`src/rtl/cpu_host_sequencer.sv`:
```
// Host-side sequencer: loads, reads and clears shared memory, and launches the CPU
// for a fixed cycle budget before halting it and returning the bus to the host.
module cpu_host_sequencer #(
    parameter int ADDR_W    = 13,
    parameter int DATA_W    = 8,
    parameter int START_CYC = 2
) (
    input  logic              clk,
    input  logic              rst,
    input  logic              cmd_valid,
    output logic              cmd_ready,
    input  logic [1:0]        cmd_op,
    input  logic [ADDR_W-1:0] cmd_addr,
    input  logic [DATA_W-1:0] cmd_data,
    output logic              rsp_valid,
    input  logic              rsp_ready,
    output logic [DATA_W-1:0] rsp_data,
    output logic              rsp_err,
    output logic [ADDR_W-1:0] mem_addr,
    output logic [DATA_W-1:0] mem_wdata,
    output logic              mem_we,
    input  logic [DATA_W-1:0] mem_rdata,
    output logic              mem_host_own,
    output logic              cpu_start,
    input  logic              cpu_done,
    output logic              cpu_rst
);

    typedef enum logic [3:0] {
        S_INIT, S_IDLE, S_WRITE, S_RD_ADDR, S_RD_WAIT, S_CLEAR,
        S_RUN_START, S_RUN_EXEC, S_HALT, S_HALT_WAIT, S_RSP
    } state_t;

    localparam logic [1:0] OP_WRITE = 2'b00;
    localparam logic [1:0] OP_RUN   = 2'b01;
    localparam logic [1:0] OP_READ  = 2'b10;
    localparam logic [1:0] OP_CLEAR = 2'b11;

    localparam logic [ADDR_W-1:0] CNT_ONE    = ADDR_W'(1);
    localparam logic [ADDR_W-1:0] CNT_START  = ADDR_W'(START_CYC);
    localparam logic [ADDR_W-1:0] CNT_HALT_W = ADDR_W'(4);

    state_t            r_state, w_state;
    logic [ADDR_W-1:0] r_cnt, w_cnt;
    logic [ADDR_W-1:0] r_addr, w_addr;

    logic              r_cmd_ready, w_cmd_ready;
    logic              r_rsp_valid, w_rsp_valid;
    logic [DATA_W-1:0] r_rsp_data, w_rsp_data;
    logic              r_rsp_err, w_rsp_err;
    logic [ADDR_W-1:0] r_mem_addr, w_mem_addr;
    logic [DATA_W-1:0] r_mem_wdata, w_mem_wdata;
    logic              r_mem_we, w_mem_we;
    logic              r_host_own, w_host_own;
    logic              r_cpu_start, w_cpu_start;
    logic              r_cpu_rst, w_cpu_rst;

    always_ff @(posedge clk or negedge rst) begin
        if (!rst) begin
            r_state     <= S_INIT;
            r_cnt       <= '0;
            r_addr      <= '0;
            r_cmd_ready <= 1'b0;
            r_rsp_valid <= 1'b0;
            r_rsp_data  <= '0;
            r_rsp_err   <= 1'b0;
            r_mem_addr  <= '0;
            r_mem_wdata <= '0;
            r_mem_we    <= 1'b0;
            r_host_own  <= 1'b1;
            r_cpu_start <= 1'b0;
            r_cpu_rst   <= 1'b1;
        end else begin
            r_state     <= w_state;
            r_cnt       <= w_cnt;
            r_addr      <= w_addr;
            r_cmd_ready <= w_cmd_ready;
            r_rsp_valid <= w_rsp_valid;
            r_rsp_data  <= w_rsp_data;
            r_rsp_err   <= w_rsp_err;
            r_mem_addr  <= w_mem_addr;
            r_mem_wdata <= w_mem_wdata;
            r_mem_we    <= w_mem_we;
            r_host_own  <= w_host_own;
            r_cpu_start <= w_cpu_start;
            r_cpu_rst   <= w_cpu_rst;
        end
    end

    // Output registers are loaded with the values belonging to the state being entered.
    always_comb begin
        w_state     = r_state;
        w_cnt       = r_cnt;
        w_addr      = r_addr;
        w_cmd_ready = 1'b0;
        w_rsp_valid = 1'b0;
        w_rsp_data  = r_rsp_data;
        w_rsp_err   = r_rsp_err;
        w_mem_addr  = '0;
        w_mem_wdata = '0;
        w_mem_we    = 1'b0;
        w_host_own  = 1'b1;
        w_cpu_start = 1'b0;
        w_cpu_rst   = 1'b0;

        case (r_state)
            S_INIT: begin
                w_state     = S_IDLE;
                w_cmd_ready = 1'b1;
                w_rsp_data  = '0;
                w_rsp_err   = 1'b0;
            end
            S_IDLE: begin
                w_cmd_ready = 1'b1;
                w_rsp_data  = '0;
                w_rsp_err   = 1'b0;
                if (cmd_valid && r_cmd_ready) begin
                    w_cmd_ready = 1'b0;
                    w_addr      = cmd_addr;
                    unique case (cmd_op)
                        OP_WRITE: begin
                            w_state     = S_WRITE;
                            w_mem_we    = 1'b1;
                            w_mem_addr  = cmd_addr;
                            w_mem_wdata = cmd_data;
                        end
                        OP_RUN: begin
                            if (!cpu_done || cmd_addr == '0) begin
                                w_state     = S_RSP;
                                w_rsp_valid = 1'b1;
                                w_rsp_err   = 1'b1;
                            end else begin
                                w_state     = S_RUN_START;
                                w_cnt       = CNT_START;
                                w_host_own  = 1'b0;
                                w_cpu_start = 1'b1;
                            end
                        end
                        OP_READ: begin
                            w_state    = S_RD_ADDR;
                            w_mem_addr = cmd_addr;
                        end
                        OP_CLEAR: begin
                            w_state    = S_CLEAR;
                            w_cnt      = '0;
                            w_mem_we   = 1'b1;
                            w_mem_addr = '0;
                        end
                    endcase
                end
            end
            S_WRITE: begin
                w_state     = S_RSP;
                w_rsp_valid = 1'b1;
                w_rsp_data  = '0;
                w_rsp_err   = 1'b0;
            end
            S_RD_ADDR: begin
                w_state    = S_RD_WAIT;
                w_mem_addr = r_addr;
            end
            S_RD_WAIT: begin
                w_state     = S_RSP;
                w_rsp_valid = 1'b1;
                w_rsp_data  = mem_rdata;
                w_rsp_err   = 1'b0;
            end
            S_CLEAR: begin
                // Compare before increment so a clear up to the top address never wraps.
                if (r_cnt == r_addr) begin
                    w_state     = S_RSP;
                    w_rsp_valid = 1'b1;
                    w_rsp_data  = '0;
                    w_rsp_err   = 1'b0;
                end else begin
                    w_cnt      = r_cnt + CNT_ONE;
                    w_mem_we   = 1'b1;
                    w_mem_addr = r_cnt + CNT_ONE;
                end
            end
            S_RUN_START: begin
                w_host_own = 1'b0;
                if (r_cnt == CNT_ONE) begin
                    w_state = S_RUN_EXEC;
                    w_cnt   = r_addr;
                end else begin
                    w_cnt       = r_cnt - CNT_ONE;
                    w_cpu_start = 1'b1;
                end
            end
            S_RUN_EXEC: begin
                w_host_own = 1'b0;
                if (r_cnt == CNT_ONE) begin
                    w_state   = S_HALT;
                    w_cpu_rst = 1'b1;
                end else begin
                    w_cnt = r_cnt - CNT_ONE;
                end
            end
            S_HALT: begin
                w_state = S_HALT_WAIT;
                w_cnt   = CNT_HALT_W;
            end
            S_HALT_WAIT: begin
                if (cpu_done) begin
                    w_state     = S_RSP;
                    w_rsp_valid = 1'b1;
                    w_rsp_data  = '0;
                    w_rsp_err   = 1'b0;
                end else if (r_cnt == CNT_ONE) begin
                    w_state     = S_RSP;
                    w_rsp_valid = 1'b1;
                    w_rsp_data  = '0;
                    w_rsp_err   = 1'b1;
                end else begin
                    w_cnt = r_cnt - CNT_ONE;
                end
            end
            S_RSP: begin
                w_rsp_valid = 1'b1;
                if (rsp_ready) begin
                    w_state     = S_IDLE;
                    w_rsp_valid = 1'b0;
                    w_cmd_ready = 1'b1;
                    w_rsp_data  = '0;
                    w_rsp_err   = 1'b0;
                end
            end
            default: begin
                w_state = S_IDLE;
            end
        endcase
    end

    assign cmd_ready    = r_cmd_ready;
    assign rsp_valid    = r_rsp_valid;
    assign rsp_data     = r_rsp_data;
    assign rsp_err      = r_rsp_err;
    assign mem_addr     = r_mem_addr;
    assign mem_wdata    = r_mem_wdata;
    assign mem_we       = r_mem_we;
    assign mem_host_own = r_host_own;
    assign cpu_start    = r_cpu_start;
    assign cpu_rst      = r_cpu_rst;

endmodule
```
`config.mk`:
```
export PLATFORM = sky130hd
export DESIGN_NAME = cpu_host_sequencer
export DESIGN_NICKNAME = d
export VERILOG_FILES = /design/src/rtl/cpu_host_sequencer.sv
export SDC_FILE = /design/constraint.sdc
export NUM_CORES = 1
export LEC_CHECK = 0
export ABC_CLOCK_PERIOD_IN_PS = 2700
export CAP_MARGIN = 15
export CORE_MARGIN = 4
export CORE_UTILIZATION = 45
export DETAILED_ROUTE_END_ITERATION = 12
export PLACE_DENSITY = 0.79
export SLEW_MARGIN = 20
export SYNTH_ARGS = -nofsm -noshare
export SYNTH_HDL_FRONTEND = slang
export SYNTH_SLANG_ARGS = --single-unit
```
`constraint.sdc`:
```
create_clock -name clk -period 2.7 [get_ports clk]
set_input_delay 0.675 -clock clk [delete_from_list [all_inputs] [get_ports clk]]
set_output_delay 0.675 -clock clk [all_outputs]
set_load 0.02 [all_outputs]
```
### Word-level counts from Yosys, hierarchy flattened

Cells that the tools add are included.
W data, S select, Z words.

| word-level totals | value |
|---|---|
| bits in read-only memories | 0 |
| memories kept | 0 |
| output and inout port bits | 36 |
| memory bits (writable) | 0 |
| word-level logic and storage cells | 119 |
| input bits | 36 |
| flip-flop bits (word level) | 66 |
| latch bits | 0 |

| operators by class | value |
|---|---|
| bitwise operators | 0 |
| shift operators | 0 |
| mux-type cells | 59 |
| div/mod/pow operators | 0 |
| reductions and logical operators | 20 |
| add/subtract/negate cells | 2 |
| order comparisons | 0 |
| $mul | 0 |
| equal/unequal tests | 25 |

Operator list:

| operator | number |
|---|---|
| $mux W13 | 9 |
| $pmux W13 S6 | 1 |
| $mux W8 | 7 |
| $pmux W8 S5 | 1 |
| $pmux W13 S3 | 1 |
| $pmux W4 S9 | 1 |
| $mux W4 | 8 |
| $pmux W13 S2 | 1 |
| $mux W1 | 23 |
| $eq A4 B3 Y1 const B | 4 |
| $pmux W4 S4 | 1 |
| $ne A2 B2 Y1 const B | 7 |
| $add A13 B1 Y13 const B | 1 |
| $eq A13 B1 Y1 const B | 1 |
| $eq A13 B13 Y1 | 1 |
| $logic_not A13 Y1 | 1 |
| $sub A13 B1 Y13 const B | 1 |
| $eq A4 B4 Y1 const B | 3 |
| $reduce_and A6 Y1 | 2 |
| $pmux W1 S5 | 2 |
| $reduce_bool A5 Y1 | 2 |
| $eq A4 B2 Y1 const B | 2 |
| $reduce_and A4 Y1 | 2 |
| $reduce_or A2 Y1 | 4 |
| other kinds (15) | 20 |

### Longest topological paths before layout

| logic depth | value |
|---|---|
| depth in word-level cells | 6 |
| depth in mapped cells | 9 |
| gate-level depth less buffers | 8 |

### Worst setup path after synthesis

OpenSTA, ideal clock, no wires.

| timing path | value |
|---|---|
| path kind | input -> register |
| start | input port cmd_op[1] |
| end | register r_cnt[10] |
| setup slack | 719 ps |
| stages | 9 |
| data required time | 2571 ps |
| path buffers | 1 |
| arrival | 1852 ps |
| setup time | 129 ps |
| cells stage by stage | inv_1 > ha_1 > o211ai_1 > a21oi_1 > o21ai_0 > a211o_2 > clkbuf_2 > o21ai_0 > o21ai_0 |

| between the ends | value |
|---|---|
| longest elaborated chain between the ends | 4 |
| elaborated cells on any way between the ends | 8 |
| those cells by class | 4 x eq/ne; 3 x mux; 1 x reduce/logical |

RTL lines:

| what | line | RTL |
|---|---|---|
| from (decl) | 12 | `input logic [1:0] cmd_op,` |
| $eq A2 B2 Y1 or $eq A2 B1 Y1 (tied branches) | 120 | `unique case (cmd_op)` |
| $pmux W13 S2 | 120 |  |
| $mux W13 | 117 | `if (cmd_valid && r_cmd_ready) begin` |
| $pmux W13 S6 | 106 | `case (r_state)` |
| to (signal assigned) | 75 | `r_cnt <= w_cnt;` |
| to (decl) | 44 | `logic [ADDR_W-1:0] r_cnt, w_cnt;` |

Parallel ways exist; a longest one is shown, timed or not. The select of a mux whose other input is x is not followed.
A chain may end at the register's enable or synchronous reset.

### Final worst setup path

| timing path | value |
|---|---|
| start | input port cmd_op[1] |
| end | register r_cnt[11] |

Same word-level chain as after synthesis.

==> run summary <==
Dpl hpwl -> 8650 um
Worst min path class -> in -> async
Number of synthesized flops with an enable pin -> 0
Die Footprint -> 10,400 sq um
Yosys top cell area share -> 40.4%
Post-synthesis xor/xnor area fraction -> 5.30%
Hold Vio Cnt, Final -> 0
Root Buffer Master -> clkbuf_8
Nets -> 572
Core Rows -> 33
Max H-tree Level -> 3
Final Slew Violations -> 0
Clock transition at path regs -> 0.08 ns
Synth Area in Compound Gates -> 23.2%
Die W -> 102 um
Initial antenna violation count -> 0
Fmax -> 404 MHz
Clock sink count -> 66
Dominant synthesized flop cell -> dfrtp_1
Wire length per cell -> 18.5 um
All-layer global routing usage -> 23.2%
Die Height -> 102 um
DP Worst Slack -> -0.115 ns
Post-cts resize count -> 0
Routed via count -> 3,818
Async SR Flop Fraction -> 100%
Register area share after synthesis -> 41.7%
Setup TNS -> 0 ns
Commonest non-fill, non-tap cell in the layout -> clkdlybuf4s50_1
First drt pass iteration count -> 5
TritonCTS Buffers -> 9
Setup violators final -> 0
Adder-Cell Fraction of Synth Area -> 2.21%
Initial core utilization -> 47.4%
Most frequent cells in the layout -> clkdlybuf4s50_1 (70), dfrtp_1 (64), nand2_1 (54), o21ai_0 (43)
Crit-path slowest cell -> clkdlybuf4s50_1
Hold slack -> 0.302 ns
CTS tree -> yes
Mux share of post-synthesis cell area -> 0.536%
Crit start category -> input pin
Syn Nets -> 488
Syn Area/Cell -> 8.92 sq um
Post-CTS Setup Bufs -> 0
DR vias/cell -> 5.97
Mapped cell area -> 3970 sq um
Post-synth top area cell -> dfrtp_1
Largest net degree at the start of global routing -> 67
Synth Area in Simple Gates -> 21.6%
I/O Buffers -> 71
CP max stage delay -> 0.45 ns
Core ar. -> 8380 sq um
Unrepaired setup endpoints after global routing -> false
Crit path DAT -> 2.73 ns
First-pass GRT wire length -> 18,800 um
Leak pwr -> 2.20 nW
Yosys Warn Count -> 0
Status -> complete, no violations
Top Ports -> 72
# placed instances -> 623
Worst VDD drop -> 0.000374 V
Slew margin rel. -> 29.4%
CP delay by family, top -> compound AO/OA/AOI/OAI gates
Routed Antenna Nets -> 0
Post-route setup slack -> 0.228 ns
Crit path top cell by count -> o21ai_0
CTS max path bufs -> 2
CP required -> 2.95 ns
Critical-path maximum fanout -> 22
Post-synth cell types -> 60
Drt drc -> 0
Final wirelength -> 11,800 um
Cell count after synthesis -> 445
Fin crit share -> 91.6%
Clk_skew -> 0.0153 ns
Seq cells post-synth -> 66
Fraction of layout cells with a size suffix above 1 -> 13.1%
Largest family of logic cells by synthesized area -> compound AO/OA/AOI/OAI gates
Layout area overhead -> 29.9%
Min Tclk post-route -> 2.47 ns
Max-Cap Viols -> 0
CP Buf/Inv Count -> 2
Iteration-0 DRC Markers -> 519
Power Density -> 1070 nW/um^2
Vias in the first global route -> 3,648
Final Wtd Congestion -> 0.937
Overflow after GRT -> 0
Clk_lat worst skew -> 0.35 ns
Top post-synthesis cells by area -> dfrtp_1 (40%), o21ai_0 (5.4%), nand2_1 (5.1%)
CTS Hold Bufs -> 0
Fin cells -> 639
Worst-margin pin slew -> 1.05 ns
Critical path class -> in -> reg
Critical path endpoint category -> flip-flop
N_diodes -> 0
CP Cell Sequence -> clkdlybuf4s50_1 -> inv_1 -> ha_1 -> o211ai_1 -> a21oi_1 -> o21ai_0 -> a211o_2 -> nand2b_1 -> o21ai_0
-- through the flow --
| stage | utilization, % | cell area [sq um] | power, mW |
|---|---|---|---|
| after global routing | 61.5 | 5150 | 5.85 |
| after floorplan | - | 3970 | 3.56 |
| after global placement | 58.6 | 4910 | 4.33 |
| after detailed placement | 58.6 | 4910 | 4.43 |
| after CTS | 61.5 | 5150 | 5.47 |
| final | 61.5 | 5150 | 5.51 |
-- layer usage --
layer  global-route usage [%]  wire length [um]  up-vias
met2                     35.2              5450      186
met5                        0                 0        -
li1                         -                 -     1773
met1                     33.0              5160     1837
met4                     6.86               196        0
met3                     5.46               995       22
-- path summary, 6_finish.rpt --
path | start | to | slack [ns] | cells past startpoint
setup / recovery | cmd_op[1] | r_cnt[11] | 0.23 | 9
hold / removal | rst | r_addr[9] | 0.30 | 2
setup reg to reg | r_state[2] | r_cnt[11] | 0.23 | 6
hold reg to reg | rsp_data[7] | rsp_data[7] | 0.50 | 1
max in group asynchronous | rst | mem_host_own | 2.03 | 2
min in group clk | rsp_data[7] | rsp_data[7] | 0.50 | 1
-- synthesized netlist by cell type, drive strengths merged (3+ instances only) --
cell type	instances
xnor2	18
a211o	3
xor2	6
dfrtp	64
nor2b	5
nand4	6
a221oi	8
nor4	7
ha	7
a211oi	5
a22oi	9
o22ai	4
o21ai	44
nand2b	8
a21o	3
a221o	4
buf	19
and3	11
nor3	19
clkbuf	14
nand2	55
nand3	9
a22o	9
a21oi	35
nor2	35
inv	12
-- final cells by class --
type | count | area (sq um)
clock buffers | 10 | 128
clock inverters | 6 | 115
fillers | 707 | 3230
inverters | 12 | 45.0
multi-input cells | 334 | 2100
flip-flops and latches | 66 | 1650
well taps | 105 | 131
repair buffers | 106 | 981
-- power breakdown --
part / internal (mW) / switching (mW)
combinational: 1.16 / 1.61
clock: 0.617 / 0.404
sequential: 1.26 / 0.454
total: 3.04 / 2.46
-- cells by family (layout without fill, tap and decap cells) --
group           count (synthesis)  in the layout
flops                          66             66
mux                             2              2
compound gates                139            139
fa+ha+maj                       7              7
xor+xnor                       24             24
buf+inv                        45            134
simple gates                  162            162
-- worst register-to-register path, cell delays in order (launching register included) --
cell and delay, ns:
dfrtp_1 0.61, and3b_1 0.31, o21ai_0 0.38, o22ai_1 0.15, a211o_2 0.48, nand2b_1 0.24
o21ai_0 0.21
-- state kept, by name, summed over array words and instances, names as in the netlist --
name          cells
rsp_valid         1
mem_we            1
cmd_ready         1
r_cnt            13
rsp_data          8
mem_addr         13
cpu_start         1
cpu_rst           1
mem_host_own      1
r_addr           13
r_state           4
rsp_err           1
mem_wdata         8
(Power assumes the default switching activity.)
